[config.mk]
export PLATFORM = sky130hd
export DESIGN_NAME = reg_writeback
export DESIGN_NICKNAME = d
export VERILOG_FILES = /design/src/rtl/reg_wb_pkg.sv /design/src/rtl/reg_wb_queue.sv /design/src/rtl/reg_writeback.sv
export SDC_FILE = /design/constraint.sdc
export NUM_CORES = 1
export LEC_CHECK = 0
export CAP_MARGIN = 20
export CORE_UTILIZATION = 50
export DETAILED_ROUTE_END_ITERATION = 6
export GPL_TIMING_DRIVEN = 0
export PLACE_DENSITY = 0.71
export SYNTH_ARGS = -nofsm -noshare
export SYNTH_HDL_FRONTEND = slang
export SYNTH_SLANG_ARGS = --single-unit
export TNS_END_PERCENT = 1
[constraint.sdc]
create_clock -name clk -period 3.7 [get_ports clk]
set_clock_uncertainty 0.15 [all_clocks]
set_input_delay 1.11 -clock clk [delete_from_list [all_inputs] [get_ports clk]]
set_output_delay 1.11 -clock clk [all_outputs]
set_load 0.02 [all_outputs]
[src/rtl/reg_wb_pkg.sv]
// Shared writeback types: register/data widths, queue entry and register-file write bundle.
// Latency: n/a (types and constants only).
// Backpressure: n/a.
package reg_wb_pkg;

    localparam int REG_W    = 4;
    localparam int DATA_W   = 32;
    localparam int NUM_REGS = 1 << REG_W;

    // One outstanding load: destination, data-arrived flag, returned data.
    typedef struct packed {
        logic [REG_W-1:0]  reg_idx;
        logic              filled;
        logic [DATA_W-1:0] data;
    } wb_entry_t;

    // One register-file write port transaction.
    typedef struct packed {
        logic              write;
        logic [REG_W-1:0]  reg_idx;
        logic [DATA_W-1:0] data;
    } wb_write_t;

    function automatic logic [NUM_REGS-1:0] reg_onehot(input logic [REG_W-1:0] r);
        logic [NUM_REGS-1:0] one;
        one = {{(NUM_REGS-1){1'b0}}, 1'b1};
        return one << r;
    endfunction

endpackage

[src/rtl/reg_wb_queue.sv]
// In-order outstanding-load queue: allocate at tail, fill oldest unfilled, retire at head.
// Latency: entry fillable the cycle after allocation; a same-cycle fill of the head is offered for retire.
// Backpressure: ld_full blocks allocation (from registered count); mem_ready gates fills.
module reg_wb_queue
    import reg_wb_pkg::*;
#(
    parameter int DEPTH = 4
) (
    input  logic                clk,
    input  logic                rst,
    input  logic                alloc_req,
    input  logic [REG_W-1:0]    alloc_reg,
    input  logic                fill_req,
    input  logic [DATA_W-1:0]   fill_data,
    input  logic                retire_en,
    output logic                ld_full,
    output logic                mem_ready,
    output logic                head_rdy,
    output logic [REG_W-1:0]    head_reg,
    output logic [DATA_W-1:0]   head_data,
    output logic [NUM_REGS-1:0] pending
);

    localparam int PTR_W = $clog2(DEPTH);
    localparam int CNT_W = PTR_W + 1;

    wb_entry_t [DEPTH-1:0] ent_q;
    logic [DEPTH-1:0]      vld_q;
    logic [PTR_W-1:0]      alloc_ptr_q;
    logic [PTR_W-1:0]      fill_ptr_q;
    logic [PTR_W-1:0]      ret_ptr_q;
    logic [CNT_W-1:0]      cnt_q;
    logic [CNT_W-1:0]      ucnt_q;

    logic alloc_do;
    logic fill_do;
    logic fill_bypass;
    logic retire_do;

    assign ld_full   = (cnt_q == CNT_W'(DEPTH));
    assign mem_ready = (ucnt_q != '0);
    assign alloc_do  = alloc_req && !ld_full;
    assign fill_do   = fill_req && mem_ready;

    // A fill landing on the head entry makes it retirable in the same cycle,
    // so load data reaches the write port one cycle after the return.
    assign fill_bypass = fill_do && (fill_ptr_q == ret_ptr_q);
    assign head_rdy    = vld_q[ret_ptr_q] && (ent_q[ret_ptr_q].filled || fill_bypass);
    assign head_reg    = ent_q[ret_ptr_q].reg_idx;
    assign head_data   = ent_q[ret_ptr_q].filled ? ent_q[ret_ptr_q].data : fill_data;
    assign retire_do   = retire_en && head_rdy;

    // Entry storage, pointers and occupancy counters.
    always_ff @(posedge clk) begin
        if (rst) begin
            ent_q       <= '0;
            vld_q       <= '0;
            alloc_ptr_q <= '0;
            fill_ptr_q  <= '0;
            ret_ptr_q   <= '0;
            cnt_q       <= '0;
            ucnt_q      <= '0;
        end else begin
            if (alloc_do) begin
                ent_q[alloc_ptr_q].reg_idx <= alloc_reg;
                ent_q[alloc_ptr_q].filled  <= 1'b0;
                vld_q[alloc_ptr_q]         <= 1'b1;
                alloc_ptr_q                <= alloc_ptr_q + PTR_W'(1);
            end
            if (fill_do) begin
                ent_q[fill_ptr_q].data   <= fill_data;
                ent_q[fill_ptr_q].filled <= 1'b1;
                fill_ptr_q               <= fill_ptr_q + PTR_W'(1);
            end
            // Retire last: a bypassed fill of the head must leave the slot clean.
            if (retire_do) begin
                ent_q[ret_ptr_q].filled <= 1'b0;
                vld_q[ret_ptr_q]        <= 1'b0;
                ret_ptr_q               <= ret_ptr_q + PTR_W'(1);
            end
            cnt_q  <= cnt_q + CNT_W'(alloc_do) - CNT_W'(retire_do);
            ucnt_q <= ucnt_q + CNT_W'(alloc_do) - CNT_W'(fill_do);
        end
    end

    // Pending mask: OR of destination one-hots over live entries (flop-derived only).
    always_comb begin
        pending = '0;
        for (int i = 0; i < DEPTH; i++) begin
            if (vld_q[i]) begin
                pending = pending | reg_onehot(ent_q[i].reg_idx);
            end
        end
    end

endmodule

[src/rtl/reg_writeback.sv]
// Merges execute results and in-order load returns into one register-file write port; tracks hazards.
// Latency: 1 cycle to write (0 with REG_WB_COMB_OUT_EN defined); pending and err always registered.
// Backpressure: none on execute; loads stall via ld_full, returns via mem_ready; violations set sticky err.
module reg_writeback
    import reg_wb_pkg::*;
#(
    parameter int DEPTH = 4
) (
    input  logic                clk,
    input  logic                rst,
    input  logic                ex_valid,
    input  logic [REG_W-1:0]    ex_reg,
    input  logic [DATA_W-1:0]   ex_data,
    input  logic                ld_issue,
    input  logic [REG_W-1:0]    ld_issue_reg,
    output logic                ld_full,
    input  logic                mem_valid,
    input  logic [DATA_W-1:0]   mem_data,
    output logic                mem_ready,
    output logic                write,
    output logic [REG_W-1:0]    write_reg,
    output logic [DATA_W-1:0]   write_data,
    output logic [NUM_REGS-1:0] pending,
    output logic                err
);

    logic              head_rdy;
    logic [REG_W-1:0]  head_reg;
    logic [DATA_W-1:0] head_data;
    wb_write_t         wb_nxt;
    logic              err_q;

    reg_wb_queue #(.DEPTH(DEPTH)) u_queue (
        .clk       (clk),
        .rst       (rst),
        .alloc_req (ld_issue),
        .alloc_reg (ld_issue_reg),
        .fill_req  (mem_valid),
        .fill_data (mem_data),
        .retire_en (!ex_valid),
        .ld_full   (ld_full),
        .mem_ready (mem_ready),
        .head_rdy  (head_rdy),
        .head_reg  (head_reg),
        .head_data (head_data),
        .pending   (pending)
    );

    // Fixed-priority arbitration: execute result first, then a retirable load head.
    always_comb begin
        wb_nxt = '0;
        if (!rst) begin
            if (ex_valid) begin
                wb_nxt = '{write: 1'b1, reg_idx: ex_reg, data: ex_data};
            end else if (head_rdy) begin
                wb_nxt = '{write: 1'b1, reg_idx: head_reg, data: head_data};
            end
        end
    end

`ifdef REG_WB_COMB_OUT_EN
    assign write      = wb_nxt.write;
    assign write_reg  = wb_nxt.reg_idx;
    assign write_data = wb_nxt.data;
`else
    wb_write_t wb_q;

    // Register the arbitration result onto the write port.
    always_ff @(posedge clk) begin
        if (rst) begin
            wb_q <= '0;
        end else begin
            wb_q <= wb_nxt;
        end
    end

    assign write      = wb_q.write;
    assign write_reg  = wb_q.reg_idx;
    assign write_data = wb_q.data;
`endif

    // Sticky protocol error: dropped issue, unexpected return, or WAW against a pending load.
    always_ff @(posedge clk) begin
        if (rst) begin
            err_q <= 1'b0;
        end else begin
            err_q <= err_q
                   | (ld_issue && ld_full)
                   | (mem_valid && !mem_ready)
                   | (ex_valid && pending[ex_reg]);
        end
    end

    assign err = err_q;

endmodule
==> results of run 1 <==
## layout make-up
type	instances	area [µm²]
Clock inverter	9	98.84
Sequential cell	202	4045
Fill cell	1559	6455
Inverter	20	75.07
Timing Repair Buffer	131	1309
Clock buffer	30	641.9
Tap cell	229	286.5
Buffer	85	376.6
Multi-Input combinational cell	786	4921
## power by group through the flow
| stage | logic [mW] | registers [mW] | clock network [mW] |
|---|---|---|---|
| 6_report | 1.61 | 2.52 | 2.26 |
| 4_1_cts | 1.61 | 2.51 | 2.28 |
| 2_1_floorplan | 1.05 | 2.56 | 0 |
| 3_3_place_gp | 1.57 | 2.55 | 0 |
| 3_5_place_dp | 1.60 | 2.56 | 0 |
| 5_1_grt | 1.74 | 2.54 | 2.37 |
## cell families (layout without fill, tap and decap cells)
logic type	Yosys count	after routing	synth area share
AOI/OAI and AO/OA	230	230	0.1438
DFF	202	202	0.4296
muxes	87	87	0.1434
adders and majority gates	18	18	0.02552
buffers and inverters	105	275	0.04798
xor gates and xnor gates	9	9	0.008374
and+or+nand+nor	442	442	0.2014
## per-stage QoR
| stage | power (mW) | area (µm²) | hold WS (ns) |
|---|---|---|---|
| 3_5_place_dp | 4.156 | 11010 | 0.2933 |
| 6_report | 6.394 | 11750 | 0.3017 |
| 2_1_floorplan | 3.604 | 9414 | 0.2831 |
| 3_3_place_gp | 4.119 | 11010 | 0.2881 |
| 5_1_grt | 6.648 | 11750 | 0.3145 |
| 4_1_cts | 6.399 | 11750 | 0.3011 |
## cells in the mapped netlist (all sizes together), types with 3 or more instances
cell	instances
a2111oi	3
a211o	3
a211oi	10
a21oi	174
and2	4
buf	32
clkbuf	53
dfxtp	202
ha	16
inv	20
mux2i	49
mux4	38
nand2	278
nand2b	8
nand3	4
nand3b	8
nor2	73
nor2b	6
nor3	38
nor3b	3
o221ai	5
o22a	9
o22ai	14
or2	6
or2b	4
or3b	3
xnor2	8
## worst min path at each step
stage / endpoint / slack, ns / depth (start not counted)
2_1_floorplan: flip-flop / 0.28 / 2
3_3_place_gp: flip-flop / 0.29 / 2
3_5_place_dp: flip-flop / 0.29 / 2
4_1_cts: flip-flop / 0.30 / 2
5_1_grt: flip-flop / 0.31 / 2
6_report: flip-flop / 0.30 / 2
## repair_timing
| item | in CTS | in global routing |
|---|---|---|
| setup endpoints to repair | 2 | 1 |
| gates cloned | 0 | 0 |
| resized for setup | 3 | 1 |
| pin swaps | 0 | 0 |
## routing by layer
metal | track usage | vias up | share of wire
met4 | 0.08012 | 0 | 0.018
met5 | 0 | - | 0
met2 | 0.4771 | 331 | 0.48
met1 | 0.3802 | 4058 | 0.44
met3 | 0.03579 | 37 | 0.065
li1 | - | 4079 | -
## layout by cell type (no fill, tap or decap), drive strengths merged, types with 3 or more instances in the layout
master,instances
clkbuf,83
nand3b,8
o22ai,14
mux2i,49
nor2b,6
or2,6
clkdlybuf4s50,129
xnor2,8
nor3b,3
nor3,38
dfxtp,202
nand3,4
o22a,9
or2b,4
nor2,73
and2,4
or3b,3
a211o,3
clkinv,6
a211oi,10
ha,16
inv,21
a21oi,174
mux4,38
o221ai,5
nand2b,8
a2111oi,3
nand2,278
buf,32
## worst max-delay path, delay by kind of cell, from the launching register on
kind / cells / cell delay [ns]
buffers and inverters: 2 / 0.64
AO/OA/AOI/OAI: 1 / 0.33
flip-flops: 1 / 0.45
AND/OR/NAND/NOR: 1 / 0.46
==> flow_summary.json, run 1 <==
{
  "run_status": "finished, violations left",
  "violations": "design-rule violations",
  "path_clk_slew_ns": 0.06,
  "crit_path_end_kind": "primary output",
  "wl_um": 27610,
  "cts_hold_buf": 0,
  "post_cts_buffers": 0,
  "fmax_mhz": 274.1,
  "maxCapViolCount": 0,
  "cts_inserted_buffers": 22,
  "post-place-ws_ns": -0.2555,
  "async_flop_share": 0,
  "antenna_found_initial": 0,
  "portBuffers": 131,
  "crit_type": "reg -> out",
  "synth_cells": 1093,
  "drt_iter0_markers": 630,
  "cp-start-kind": "flip-flop",
  "layoutNonFillerInstCount": 1492,
  "sw_frac_of_total": 0.3077,
  "area_delta_synth_final_pct": 24.85,
  "grt_pass1_vias": 8149,
  "synthTopCellsByArea": "dfxtp_1 43%, nand2_1 11%, a21oi_1 9.3%, mux4_2 8.9%, mux2i_1 5.2%",
  "grt_pass1_wl_um": 43530,
  "fin_tns_setup_ns": 0,
  "synth_edf_count": 0,
  "cts-htree-levels": 1,
  "crit_path_max_fanout": 6,
  "utilization": 0.6455,
  "crit_path_max_incr_delay_ns": 0.59,
  "clock_path_buffers": 3,
  "gp_congestion": 0.9068,
  "hp-class": "reg -> reg",
  "netlist_area_um2": 9414,
  "yosysSeqAreaShare": 0.4296,
  "design.core.area_um2": 18210,
  "crit_chain": "or3b_4, o221a_4, inv_1, clkdlybuf4s50_1",
  "diodes": 0,
  "synth_nets": 1188,
  "ir_drop_v": 0.0003288,
  "r2r_slack_ns": 0.38,
  "relSlewSlack": 0.4796,
  "start_util": 0.5170,
  "dp_hpwl_um": 19240,
  "wl_per_cell_um": 18.50,
  "yosys_most_used_dff": "dfxtp_1",
  "setup.worst_path.end": "pending[1]",
  "startpoint": "u_queue.vld_q[1]$_SDFF_PP0_",
  "drc": 14,
  "arrival_ns": 2.39,
  "grt_usage": 0.2824,
  "dp_cells": 1453,
  "fp-row-count": 49,
  "slew_violations": 0,
  "internal_power_mw": 4.427,
  "cp_slowest_cell": "clkdlybuf4s50_1",
  "yosys.cell_types.count": 58,
  "r2r_cells": 13,
  "setup_violations": 0,
  "dieArea_um2": 19380,
  "syn_area_per_cell_um2": 8.613,
  "routed_via_density": 5.700,
  "pwr_density_cell_nw_per_um2": 544.0,
  "pwr-share-seq": 0.394,
  "required_ns": 2.44,
  "p_leak_nw": 4.147,
  "cts-root-buf": "clkbuf_16",
  "worst_pin_slew_ns": 0.7806,
  "drive_gt1_frac": 0.09264,
  "netSwitchingPower_mw": 1.967,
  "clock_sinks": 202,
  "netlist.area_leader.share": 0.4296,
  "clockPowerShare": 0.354,
  "post-route-min-period_ns": 3.649,
  "final_nets": 1343,
  "critical_path.reg2reg.endpoint": "u_queue.cnt_q[2]$_SDFF_PP0_",
  "comb_power_share": 0.252,
  "die_h_um": 139.2,
  "ant_nets": 0,
  "hold_viol": 0,
  "period_share": 0.9861,
  "num_vias": 8505,
  "pin_count": 133,
  "clock_latency_ns": 0.50,
  "timing.rr.start": "u_queue.ret_ptr_q[0]$_SDFFE_PP0P_",
  "cts_tree": "built",
  "grt-ovfl-total": 0,
  "grt_max_degree": 14,
  "ys_ff_latch": 202,
  "ys_warn_count": 0,
  "yosysTopAreaCell": "dfxtp_1",
  "fp.dieW_um": 139.2,
  "rsz0062_at_grt": "false",
  "drt_pass1_iterations": 7,
  "setup_ws_ns": 0.05127
}
(Power assumes the default switching activity.)
==> run 2: changes to the inputs <==
- CORE_UTILIZATION: 50 -> 55
- PLACE_DENSITY: 0.71 -> 0.77
- RECOVER_POWER: unset -> 100
==> flow_summary.json, run 2 (synthesized netlist as in run 1, its figures left out) <==
{
  "start_util": 0.5657,
  "rsz0062_at_grt": "false",
  "crit_chain": "or3b_4, o221a_4, inv_1, clkdlybuf4s50_1",
  "slew_violations": 0,
  "startpoint": "u_queue.vld_q[1]$_SDFF_PP0_",
  "cts_inserted_buffers": 21,
  "pin_count": 133,
  "wl_um": 26980,
  "final_nets": 1342,
  "drt_iter0_markers": 524,
  "final_area_um2": 11660,
  "period_share": 0.9821,
  "crit_path_max_fanout": 6,
  "crit_path_end_kind": "primary output",
  "post-route-min-period_ns": 3.634,
  "grt_usage": 0.3024,
  "timing.rr.start": "u_queue.ret_ptr_q[0]$_SDFFE_PP0P_",
  "crit_type": "reg -> out",
  "grt_pass1_wl_um": 42310,
  "cts-htree-levels": 1,
  "arrival_ns": 2.37,
  "cp_slowest_cell": "clkdlybuf4s50_1",
  "gp_congestion": 0.8930,
  "layoutNonFillerInstCount": 1480,
  "die_h_um": 132.8,
  "post_cts_buffers": 0,
  "fp-row-count": 47,
  "cp.buffers_inverters": 2,
  "path_clk_slew_ns": 0.06,
  "fmax_mhz": 275.2,
  "hp-class": "reg -> reg",
  "utilization": 0.7009,
  "cts-root-buf": "clkbuf_16",
  "clock_path_buffers": 3,
  "setup_violations": 0,
  "grt-ovfl-total": 0,
  "run_status": "finished, final reports clean",
  "p_total_mw": 6.207,
  "grt_pass1_vias": 8132,
  "clock_sinks": 202,
  "pwr_density_cell_nw_per_um2": 532.2,
  "cts_tree": "built",
  "area_delta_synth_final_pct": 23.90,
  "drc": 0,
  "num_vias": 8511,
  "dp_cells": 1444,
  "p_leak_nw": 4.231,
  "design.core.area_um2": 16640,
  "grt_max_degree": 15,
  "fin_tns_setup_ns": 0,
  "wl_per_cell_um": 18.23,
  "required_ns": 2.44,
  "hold_viol": 0,
  "crit_path_max_incr_delay_ns": 0.59,
  "clock_latency_ns": 0.50,
  "final_common_cell": "nand2_1",
  "drt_pass1_iterations": 5,
  "drive_gt1_frac": 0.08578,
  "relSlewSlack": 0.4707,
  "dieArea_um2": 17640,
  "cp-start-kind": "flip-flop",
  "cp_top_family": "buffers and inverters",
  "final_cell_mix": "278 x nand2_1, 201 x dfxtp_1, 174 x a21oi_1, 77 x clkdlybuf4s50_1, 73 x nor2_1",
  "ant_nets": 0,
  "routed_via_density": 5.751,
  "fp.dieW_um": 132.8,
  "post_dp_cell_area_um2": 11000,
  "ir_drop_v": 0.0003997,
  "worst_pin_slew_ns": 0.7830,
  "maxCapViolCount": 0,
  "antenna_found_initial": 1,
  "portBuffers": 131,
  "dp_hpwl_um": 18930
}
run 2: layout make-up:
cell class | instances | area (µm²)
inverters | 20 | 75.07
clock inverters | 6 | 80.08
clock buffers | 29 | 595.6
well taps | 220 | 275.3
plain buffers | 85 | 374.1
flip-flops and latches | 202 | 4045
multi-input cells | 786 | 4912
diodes | 1 | 2.502
fillers | 1345 | 4979
repair buffers | 131 | 1304
run 2: routing by layer:
layer  GRT usage  part of all wire  up-vias
li1            -                 -     4071
met2      0.5084              0.48      359
met4      0.1130             0.028        0
met1      0.3945              0.42     4021
met5           0                 0        -
met3     0.04291             0.068       60
run 2: where the power goes:
group          total, mW  switching [mW]  internal, mW
clock network       2.10           0.845          1.26
registers           2.52           0.134          2.38
logic               1.59           0.916         0.672
run 2: metrics by stage:
step           worst slack, ns  hold slack (ns)
2_1_floorplan           0.4655           0.2831
3_3_place_gp           -0.1725           0.2880
3_5_place_dp           -0.2740           0.2944
4_1_cts                0.02044           0.3024
5_1_grt                0.02553           0.3184
6_report               0.06609           0.3020
run 2: timing repair:
| item | CTS | global route |
|---|---|---|
| gates cloned | 0 | 0 |
| setup endpoints to repair | 1 | 2 |
| hold buffers | 0 | 0 |
| gates resized for setup | 1 | 2 |
run 2: worst min-delay path: cells and delay by family, from the launching register on:
kind / cells / cell delay, ns
flops: 1 / 0.30
simple gates: 1 / 0.05
compound gates: 1 / 0.05
run 2: path summary, 6_finish.rpt:
path,end,slack (ns),cells after the start
worst max-delay path,pending[1],0.07,4
worst min-delay path,flip-flop,0.30,2
worst max register to register,u_queue.cnt_q[2]$_SDFF_PP0_,0.37,13
worst min register to register,flip-flop,0.30,2
